--- src/rtl/demux8way_pkg.sv ---
// Shared constants and FSM state type for the 8-way demultiplexing frame collector.
package demux8way_pkg;
    localparam int NUM_LANES = 8;
    localparam int SEL_W     = 3;

    localparam logic [NUM_LANES-1:0] MASK_FULL = 8'hFF;

    typedef enum logic {
        FILL = 1'b0,
        HOLD = 1'b1
    } state_t;
endpackage

--- src/rtl/demux8way_lane_bank.sv ---
// Eight WIDTH-bit lane registers, each loaded when the decoded select hits it.
module demux8way_lane_bank
    import demux8way_pkg::*;
#(
    parameter int WIDTH = 1
) (
    input  logic                                 clk_i,
    input  logic                                 rst_ni,
    input  logic                                 wr_en_i,
    input  logic [SEL_W-1:0]                     sel_i,
    input  logic [WIDTH-1:0]                     data_i,
    output logic [NUM_LANES-1:0][WIDTH-1:0]      lanes_o
);

    logic [NUM_LANES-1:0] lane_we;

    for (genvar gi = 0; gi < NUM_LANES; gi++) begin : g_lane
        logic [WIDTH-1:0] lane_q;

        assign lane_we[gi] = wr_en_i && (sel_i == SEL_W'(gi));

        always_ff @(posedge clk_i) begin
            if (!rst_ni) begin
                lane_q <= '0;
            end else if (lane_we[gi]) begin
                lane_q <= data_i;
            end
        end

        assign lanes_o[gi] = lane_q;
    end

endmodule

--- src/rtl/demux8way_collector.sv ---
// Collects beats into eight lanes (swept or addressed) and presents each full
// frame on a valid/ready handshake until it is taken.
module demux8way_collector
    import demux8way_pkg::*;
#(
    parameter int WIDTH = 1
) (
    input  logic                 CLK,
    input  logic                 RST_N,
    input  logic [WIDTH-1:0]     IN,
    input  logic                 IN_VALID,
    output logic                 IN_READY,
    input  logic                 MODE,
    input  logic [SEL_W-1:0]     SEL,
    output logic [WIDTH-1:0]     A,
    output logic [WIDTH-1:0]     B,
    output logic [WIDTH-1:0]     C,
    output logic [WIDTH-1:0]     D,
    output logic [WIDTH-1:0]     E,
    output logic [WIDTH-1:0]     F,
    output logic [WIDTH-1:0]     G,
    output logic [WIDTH-1:0]     H,
    output logic [NUM_LANES-1:0] MASK,
    output logic                 OUT_VALID,
    input  logic                 OUT_READY
);

    state_t               state_q, state_d;
    logic [SEL_W-1:0]     cnt_q, cnt_d;
    logic [NUM_LANES-1:0] mask_q, mask_d;
    logic                 accept;
    logic [SEL_W-1:0]     target;
    logic [NUM_LANES-1:0][WIDTH-1:0] lanes;

    assign accept = IN_VALID && (state_q == FILL);
    assign target = MODE ? cnt_q : SEL;

    always_comb begin
        state_d = state_q;
        cnt_d   = cnt_q;
        mask_d  = mask_q;
        case (state_q)
            FILL: begin
                if (accept) begin
                    mask_d = mask_q | (NUM_LANES'(1) << target);
                    if (MODE) begin
                        cnt_d = cnt_q + SEL_W'(1);
                    end
                    if (mask_d == MASK_FULL) begin
                        state_d = HOLD;
                    end
                end
            end
            HOLD: begin
                if (OUT_READY) begin
                    state_d = FILL;
                    mask_d  = '0;
                    cnt_d   = '0;
                end
            end
            default: state_d = FILL;
        endcase
    end

    always_ff @(posedge CLK) begin
        if (!RST_N) begin
            state_q <= FILL;
            cnt_q   <= '0;
            mask_q  <= '0;
        end else begin
            state_q <= state_d;
            cnt_q   <= cnt_d;
            mask_q  <= mask_d;
        end
    end

    demux8way_lane_bank #(
        .WIDTH (WIDTH)
    ) u_lane_bank (
        .clk_i   (CLK),
        .rst_ni  (RST_N),
        .wr_en_i (accept),
        .sel_i   (target),
        .data_i  (IN),
        .lanes_o (lanes)
    );

    // Handshake flags decode straight from the state register; no input reaches them.
    assign IN_READY  = (state_q == FILL);
    assign OUT_VALID = (state_q == HOLD);
    assign MASK      = mask_q;

    assign A = lanes[0];
    assign B = lanes[1];
    assign C = lanes[2];
    assign D = lanes[3];
    assign E = lanes[4];
    assign F = lanes[5];
    assign G = lanes[6];
    assign H = lanes[7];

endmodule

--- config.mk ---
export PLATFORM = sky130hd
export DESIGN_NAME = demux8way_collector
export DESIGN_NICKNAME = d
export VERILOG_FILES = /design/src/rtl/demux8way_pkg.sv /design/src/rtl/demux8way_lane_bank.sv /design/src/rtl/demux8way_collector.sv
export SDC_FILE = /design/constraint.sdc
export NUM_CORES = 1
export LEC_CHECK = 0
export ABC_AREA = 1
export CORE_ASPECT_RATIO = 0.75
export CORE_MARGIN = 8
export CORE_UTILIZATION = 46
export CTS_CLUSTER_SIZE = 10
export DETAILED_ROUTE_END_ITERATION = 7
export PLACE_DENSITY_LB_ADDON = 0.3
export SYNTH_ARGS = -nofsm -noshare
export SYNTH_HDL_FRONTEND = slang
export SYNTH_SLANG_ARGS = --single-unit
--- constraint.sdc ---
create_clock -name CLK -period 1.4 [get_ports CLK]
set_input_delay 0.14 -clock CLK [delete_from_list [all_inputs] [get_ports CLK]]
set_output_delay 0.14 -clock CLK [all_outputs]
set_load 0.02 [all_outputs]
==> results of run 1 <==
[cell type report]
| cell class | count | area share (%) |
|---|---|---|
| flip-flops and latches | 20 | 28.9 |
| repair buffers | 37 | 23.0 |
| inverters | 19 | 5.15 |
| multi-input cells | 107 | 38.1 |
| well taps | 24 | 2.17 |
| clock buffers | 4 | 2.62 |
[routing by layer]
metal / up-vias / GRT usage (%)
met5: - / 0
met4: 0 / 5.43
met3: 8 / 6.32
met2: 53 / 22.8
met1: 472 / 17.4
li1: 555 / -
[registers in the layout (all words and copies together), names as in the netlist]
signal,flops
MASK,8
OUT_VALID,1
cnt_q,3
u_lane_bank.g_lane.lane_q,8
[power by group through the flow]
| stage | clock network (W) | logic, W | registers, W |
|---|---|---|---|
| global placement | 0 | 0.000203 | 0.000608 |
| detailed placement | 0 | 0.000209 | 0.000609 |
| global route | 0.000372 | 0.000226 | 0.000598 |
| finish | 0.000346 | 0.000208 | 0.000596 |
| CTS | 0.000355 | 0.000203 | 0.000596 |
| floorplan | 0 | 0.0000962 | 0.000624 |
[what timing repair did]
action / in CTS / in global routing
resized for setup: 20 / 2
pin swaps: 0 / 0
buffers inserted: 1 / 0
hold endpoints to repair: 0 / 0
endpoints found under the setup margin: 19 / 3
[path summary, 6_finish.rpt]
path,slack [ns],end,cells after the start,start
worst min register to register,0.48,u_lane_bank.g_lane[6].lane_q,2,u_lane_bank.g_lane[6].lane_q
worst max register to register,0.12,OUT_VALID,9,cnt_q[2]
worst min-delay path,0.39,cnt_q[0],3,MODE
worst max-delay path,0.12,OUT_VALID,9,cnt_q[2]
[worst max-delay path: stages (launching register included)]
cell     delay [ns]
dfxtp_1        0.35
inv_1          0.08
nand2_1        0.07
nand2_2        0.14
nand3_1        0.17
nand2_1        0.10
nand2_1        0.06
nor2_1         0.10
nand2_1        0.07
a21oi_2        0.10
[layout by cell type, fill, tap and decap left out]
master	Yosys	routed
a21oi_1	5	4
a21oi_2	1	2
a22oi_1	7	7
buf_4	0	11
clkbuf_4	0	3
clkbuf_8	0	1
clkdlybuf4s50_1	0	7
dfxtp_1	20	20
dlygate4sd2_1	0	19
ha_1	1	1
inv_1	18	18
inv_2	1	1
nand2_1	42	41
nand2_2	5	6
nand2_4	1	1
nand3_1	8	7
nand3_2	0	1
nand4_1	1	1
nor2_1	17	17
nor2_2	1	1
nor2_4	1	1
nor3_1	8	8
o21ai_0	7	7
o32ai_1	1	1
or2_2	1	1
[kinds of logic after synthesis]
family / Yosys count / synth area share, %
fa+ha+maj: 1 / 1.25
compound gates: 21 / 13.0
buf+inv: 21 / 8.03
flops: 20 / 40.2
simple gates: 85 / 37.5
[through the flow]
stage,TNS (ns),cell area [µm²]
global placement,-1.77,1350
CTS,0,1380
floorplan,0,997
finish,0,1390
detailed placement,-3.41,1350
global route,-0.00268,1390
==> results.py, run 1 <==
metrics = {
    "logic_synthesis": {
        "netlist_area_um2": 997,
        "synth_edf_count": 0,
        "yosysMostFrequentCell": "nand2_1",
        "synthTopCellsByCount": "nand2_1, dfxtp_1, inv_1, nor2_1",
        "yosysSeqAreaShare_pct": 40.2,
        "ys.flop_type": "dfxtp_1",
        "async_flop_share_pct": 0,
        "synthCells": 148,
        "synth_top_area_share_pct": 40.2,
        "yosysWarnings": 0,
        "synth.distinct_cells": 21,
        "synth_seq_cells": 20,
        "avgSynthCellArea_um2": 6.74,
        "synth_area_leaders": "dfxtp_1, nand2_1, inv_1",
        "syn_nets": 158,
        "synth.largest_area_cell": "dfxtp_1",
    },
    "power": {
        "p_per_area_nw_per_um2": 830,
        "p_seq_share_pct": 51.8,
        "power.total_w": 0.00115,
        "comb_power_share_pct": 18.1,
        "power.internal_w": 0.000825,
        "power_switching_w": 0.000324,
        "ir_drop_uv": 662,
        "p_leak_nw": 0.678,
        "p_clk_share_pct": 30.1,
        "swShare_pct": 28.2,
    },
    "global_routing": {
        "grt_pass1_wl_mm": 4.77,
        "antenna_found_initial": 0,
        "grt_pass1_vias": 1062,
        "grt-ovfl-total": 0,
        "grt_max_degree": 13,
        "track_usage_pct": 14.6,
    },
    "floorplan": {
        "die_h_um": 56.3,
        "core_region_area_um2": 2030,
        "row_count": 14,
        "dieArea_um2": 3930,
        "pin_count": 27,
        "die_w_um": 69.8,
        "start_util_pct": 49.1,
    },
    "placed_design": {
        "place_hpwl_mm": 2.23,
        "dp.cells": 206,
        "port_buffers": 26,
        "pre_cts_ws_ns": -0.338,
        "place_congestion": 0.935,
    },
    "setup_path": {
        "critPathLaunchType": "flip-flop",
        "end_kind": "flip-flop",
        "cp_max_fo": 6,
        "critPathKind": "flip-flop to flip-flop",
        "arrival_ns": 1.54,
        "critical_path_required_ns": 1.65,
    },
    "cts": {
        "cts_root_buf": "clkbuf_4",
        "cts_tree": "yes",
        "clkLatencyLatePin_ns": 0.31,
        "clock_path_buffers": 2,
        "cts_hold_buf": 0,
        "htree_levels": 1,
        "cts_made_buffers": 3,
        "cts_sinks": 20,
        "clk_pin_slew_ns": 0.12,
    },
    "timing": {
        "fin_crit_ns": 1.28,
        "finClkSkew_ns": 0.00230,
        "finalSetupViolations": 0,
        "fin_ws_ns": 0.115,
        "period_share_pct": 91.8,
        "fmax_mhz": 778,
        "tightest_slew_ns": 0.310,
        "hold_viol_final": 0,
        "fin_hold_ws_ns": 0.393,
        "drv_slew": 0,
        "slew-limit-headroom_pct": 79.3,
        "rsz0062_at_grt": "true",
    },
    "finish": {
        "drive_gt1_share_pct": 15.5,
        "multi_input_area_um2": 528,
        "fin_util_pct": 68.2,
        "stdcell_count": 211,
        "nNetsFinal": 198,
        "fill_cells": 170,
        "insertedDiodeCount": 0,
        "syn_to_final_growth_pct": 38.9,
        "regArea_um2": 400,
    },
    "routing": {
        "dr_wl_met2_mm": 1.31,
        "wl_met3_um": 274,
        "wl_per_cell_um": 13.6,
        "drc": 0,
        "drt_first_pass_iters": 4,
        "viasPerCell": 5.16,
        "ant_nets": 0,
        "wl_mm": 2.87,
        "top_layer": "met4",
        "wl_met1_mm": 1.22,
        "drtIter0Drc": 66,
        "vias": 1088,
    },
    "flow_run": {
        "cap_viol_max_count": 0,
    },
    "min_path": {
        "hold_class": "input pin to flip-flop",
    },
    "status": {
        "status": "finished, final reports clean",
    },
}
Note: power is estimated with default switching activity, not from simulation.
==> inputs of run 2 (changes only) <==
CAP_MARGIN = 20   (was not set)
CORE_MARGIN = 2   (was 8)
==> run 2 against run 1 <==
Utilization up 1.7 points; non-clock buffer count unchanged; die area down 35%; global-route usage up 8.6 points; final area grew 2.4%; sequential power about the same; total power fell by 5.4%.
==> results.py, run 2 (synthesis gave the netlist of run 1 again) <==
metrics = {
    "cts": {
        "clkLatencyLatePin_ns": 0.30,
        "cts_made_buffers": 3,
        "cts_tree": "yes",
        "clk_pin_slew_ns": 0.11,
        "htree_levels": 1,
        "cts_root_buf": "clkbuf_4",
        "cts_sinks": 20,
        "clock_path_buffers": 2,
    },
    "power": {
        "p_leak_nw": 0.735,
        "ir_drop_uv": 728,
        "p_per_area_nw_per_um2": 766,
    },
    "finish": {
        "mostFrequentLayoutCells": "nand2_1, dfxtp_1, inv_1, nor2_1, dlygate4sd2_1",
        "final_common_cell": "nand2_1",
        "stdcell_count": 210,
        "fill_cells": 176,
        "insertedDiodeCount": 0,
        "nNetsFinal": 198,
        "drive_gt1_share_pct": 18.3,
        "design_area_um2": 1420,
        "syn_to_final_growth_pct": 42.3,
    },
    "timing": {
        "finClkSkew_ns": 0.00510,
        "fin_tns_setup_ns": 0,
        "finalSetupViolations": 0,
        "fin_crit_ns": 1.31,
        "slew-limit-headroom_pct": 78.5,
        "tightest_slew_ns": 0.322,
        "drv_slew": 0,
        "fin_ws_ns": 0.0891,
        "fmax_mhz": 763,
        "period_share_pct": 93.6,
        "hold_viol_final": 0,
        "rsz0062_at_grt": "true",
    },
    "routing": {
        "viasPerCell": 5.30,
        "ant_nets": 0,
        "drc": 0,
        "drt_first_pass_iters": 5,
        "wl_per_cell_um": 12.7,
        "wl_mm": 2.68,
        "vias": 1114,
        "drtIter0Drc": 62,
    },
    "global_routing": {
        "track_usage_pct": 23.3,
        "antenna_found_initial": 0,
        "grt_max_degree": 13,
        "grt-ovfl-total": 0,
        "grt_pass1_wl_mm": 4.55,
        "grt_pass1_vias": 1023,
    },
    "floorplan": {
        "die_h_um": 44.3,
        "start_util_pct": 49.1,
        "dieArea_um2": 2560,
        "core_region_area_um2": 2030,
        "die_w_um": 57.8,
        "pin_count": 27,
        "row_count": 14,
    },
    "setup_path": {
        "critPathKind": "flip-flop to flip-flop",
        "cpMostUsedCell": "nand2_1",
        "worstPathCellList": "inv_1 -> nand2_1 -> nand2_4 -> nand3_1 -> nand2_1 -> nand2_1 -> nor2_2 -> nand2_1 -> a21oi_2",
        "critical_path_required_ns": 1.64,
        "max_stage_delay_ns": 0.35,
        "critPathTopFamily": "simple AND/OR/NAND/NOR gates",
        "end_kind": "flip-flop",
        "cp_max_fo": 6,
        "slowest_stage": "dfxtp_2",
        "critPathLaunchType": "flip-flop",
        "arrival_ns": 1.55,
        "crit_buf_inv": 1,
    },
    "placed_design": {
        "port_buffers": 26,
        "dp.cells": 206,
        "placed_cell_area_um2": 1350,
        "place_hpwl_mm": 2.04,
        "pre_cts_ws_ns": -0.337,
        "place_congestion": 0.919,
    },
    "status": {
        "status": "finished, final reports clean",
    },
    "min_path": {
        "hold_class": "input pin to flip-flop",
    },
    "flow_run": {
        "cap_viol_max_count": 0,
    },
}
[run 2: tightest hold or removal path, cell delays in order]
cell,delay (ns)
dlygate4sd2_1,0.31
nand2_1,0.12
o32ai_1,0.08
[run 2: routing by layer]
layer | vias to the layer above | track usage, % | share of wire, %
met4 | 0 | 6.51 | 0.49
met5 | - | 0 | 0
li1 | 554 | - | -
met3 | 2 | 7.02 | 6.9
met2 | 39 | 36.8 | 45
met1 | 519 | 31.1 | 47
[run 2: final cells by class]
class / count / area [µm²] / area share, %
multi-input cells: 107 / 558 / 39.3
flip-flops and latches: 20 / 403 / 28.4
repair buffers: 37 / 334 / 23.5
inverters: 19 / 71.3 / 5.03
well taps: 24 / 30.0 / 2.12
clock buffers: 3 / 22.5 / 1.59
[run 2: power breakdown]
group	internal (W)	switching, W
registers	0.000586	0.0000104
clock network	0.000100	0.000173
logic	0.0000857	0.000133
total	0.000772	0.000316
[run 2: worst paths after layout]
kind	start	cells past startpoint	slack (ns)	endpoint
hold / removal	MODE	3	0.39	cnt_q[0]
hold reg to reg	u_lane_bank.g_lane[6].lane_q	2	0.48	u_lane_bank.g_lane[6].lane_q
setup / recovery	cnt_q[2]	9	0.09	OUT_VALID
setup reg to reg	cnt_q[2]	9	0.09	OUT_VALID
[run 2: through the flow]
| stage | util, % | hold slack (ns) | power (W) |
|---|---|---|---|
| finish | 69.8 | 0.392 | 0.00109 |
| global route | 69.8 | 0.407 | 0.00114 |
| CTS | 67.2 | 0.365 | 0.00108 |
| detailed placement | 66.6 | 0.462 | 0.000816 |
| global placement | 66.6 | 0.449 | 0.000811 |
| floorplan | - | 0.276 | 0.000720 |
[run 2: timing repair]
item | CTS | global route
hold buffers | 0 | 0
resized for setup | 15 | 15
endpoints found under the hold margin | 0 | 0
setup buffers | 1 | 0
setup endpoints to repair | 15 | 6
pin swaps | 0 | 1
==> inputs of run 3 (changes only) <==
PLACE_DENSITY_LB_ADDON = 0.08   (was 0.3)
clock period = 1.35 ns   (was 1.4 ns; I/O delays follow)
==> run 3 against run 2 <==
Utilization is 3.1 points higher; cell count grew 3.3%; combinational power increased by 13%; critical path depth fell by 1; total power is 6.5% higher; count of clock-buffer cells in the layout unchanged; via count increased by 5.6%; wire length increased by 11%; sequential share of layout area is 1.0 points lower; critical path type unchanged; largest cell class unchanged; largest power group unchanged; highest routed layer unchanged.
==> results.py, run 3 (synthesis gave the netlist of run 1 again) <==
metrics = {
    "cts": {
        "clock_path_buffers": 2,
        "cts_tree": "yes",
        "clkLatencyLatePin_ns": 0.31,
        "clk_pin_slew_ns": 0.11,
        "cts_root_buf": "clkbuf_4",
        "cts_made_buffers": 3,
        "cts_sinks": 20,
        "cts_hold_buf": 0,
        "htree_levels": 1,
    },
    "flow_run": {
        "cap_viol_max_count": 0,
    },
    "routing": {
        "drtIter0Drc": 69,
        "ant_nets": 0,
        "viasPerCell": 5.42,
        "wl_per_cell_um": 13.7,
        "drc": 0,
        "wl_mm": 2.97,
        "vias": 1176,
        "drt_first_pass_iters": 5,
    },
    "setup_path": {
        "crit_buf_inv": 0,
        "cpMostUsedCell": "nand2_1",
        "critPathKind": "flip-flop to flip-flop",
        "arrival_ns": 1.55,
        "critPathLaunchType": "flip-flop",
        "end_kind": "flip-flop",
        "max_stage_delay_ns": 0.37,
        "critical_path_required_ns": 1.59,
        "worstPathCellList": "nand2_1 -> nand2_1 -> nand3_2 -> nand2_1 -> nand2_1 -> nor2_1 -> nand2_1 -> a21oi_2",
        "cp_max_fo": 4,
        "critPathTopFamily": "simple AND/OR/NAND/NOR gates",
        "slowest_stage": "dfxtp_2",
    },
    "finish": {
        "nNetsFinal": 205,
        "insertedDiodeCount": 0,
        "syn_to_final_growth_pct": 48.6,
        "mostFrequentLayoutCells": "nand2_1, dlygate4sd2_1, buf_4, nor2_1",
        "fin_util_pct": 72.9,
        "drive_gt1_share_pct": 25.9,
        "final_common_cell": "nand2_1",
    },
    "placed_design": {
        "place_congestion": 0.850,
        "pre_cts_ws_ns": -0.357,
        "place_hpwl_mm": 2.07,
        "port_buffers": 26,
    },
    "global_routing": {
        "track_usage_pct": 24.1,
        "antenna_found_initial": 0,
        "grt_pass1_wl_mm": 4.68,
        "grt-ovfl-total": 0,
        "grt_pass1_vias": 1015,
        "grt_max_degree": 13,
    },
    "power": {
        "ir_drop_uv": 691,
        "p_leak_nw": 0.726,
        "p_per_area_nw_per_um2": 781,
    },
    "min_path": {
        "hold_class": "input pin to flip-flop",
    },
    "floorplan": {
        "dieArea_um2": 2560,
        "pin_count": 27,
        "die_h_um": 44.3,
        "core_region_area_um2": 2030,
        "start_util_pct": 49.1,
        "die_w_um": 57.8,
        "row_count": 14,
    },
    "timing": {
        "period_share_pct": 96.7,
        "rsz0062_at_grt": "true",
        "hold_viol_final": 0,
        "slew-limit-headroom_pct": 78.4,
        "finalSetupViolations": 0,
        "tightest_slew_ns": 0.324,
        "finClkSkew_ns": 0.00701,
        "fmax_mhz": 766,
        "drv_slew": 0,
        "fin_crit_ns": 1.31,
        "fin_ws_ns": 0.0443,
    },
    "status": {
        "status": "finished, final reports clean",
    },
}
## run 3: cell count changes in the layout (fill, tap and decap cells not counted), moves of 2 or more
cell            delta
buf_4              +7
nand2_1            -5
nand2_2            +5
dlygate4sd2_1      +4
dlymetal6s2s_1     -3
dfxtp_1            -2
dfxtp_2            +2
inv_1              -2
inv_2              +2
nor2_2             -2
## run 3: layout make-up
class | count | area [µm²]
fill | 175 | 551
tap | 24 | 30.0
multi-input combinational | 107 | 578
clock buffer | 3 | 22.5
sequential | 20 | 405
inverter | 19 | 71.3
timing repair buffer | 44 | 374
## run 3: final timing paths
| path | startpoint | to | slack (ns) | cells past startpoint |
|---|---|---|---|---|
| min | MODE | cnt_q[0] | 0.39 | 3 |
| min reg2reg | u_lane_bank.g_lane[2].lane_q | u_lane_bank.g_lane[2].lane_q | 0.48 | 2 |
| max reg2reg | cnt_q[2] | OUT_VALID | 0.04 | 8 |
| max | cnt_q[2] | OUT_VALID | 0.04 | 8 |
## run 3: through the flow
stage	setup TNS [ns]	cell area, µm²	instances	total power (W)	hold slack [ns]
6_report	0	1480	217	0.00116	0.395
5_1_grt	-0.0544	1480	217	0.00122	0.404
4_1_cts	0	1370	211	0.00113	0.345
3_5_place_dp	-3.92	1370	208	0.000851	0.465
3_3_place_gp	-2.88	1370	208	0.000846	0.449
2_1_floorplan	0	998	148	0.000747	0.271
## run 3: worst register-to-register path, cell delays in order, from the launching register on
cell and delay, ns:
dfxtp_2 0.37, nand2_1 0.06, nand2_1 0.19, nand3_2 0.16, nand2_1 0.09, nand2_1 0.06
nor2_1 0.11, nand2_1 0.07, a21oi_2 0.13
## run 3: where the power goes
part | switching (W) | leakage (nW) | internal [W]
clock | 0.000186 | 0.0138 | 0.000104
sequential | 0.0000112 | 0.164 | 0.000608
combinational | 0.000148 | 0.548 | 0.0000996
total | 0.000346 | 0.726 | 0.000812
## run 3: timing repair
action | CTS | global route
pin swaps | 0 | 10
buffers inserted | 0 | 6
endpoints found under the setup margin | 19 | 4
gates resized for setup | 19 | 21
## run 3: per-layer routing
metal | track usage (%) | vias up | wire [µm]
met5 | 0 | - | 0
met4 | 5.58 | 0 | 62
met3 | 6.43 | 8 | 249
met2 | 38.2 | 66 | 1340
met1 | 33.1 | 531 | 1310
li1 | - | 571 | -
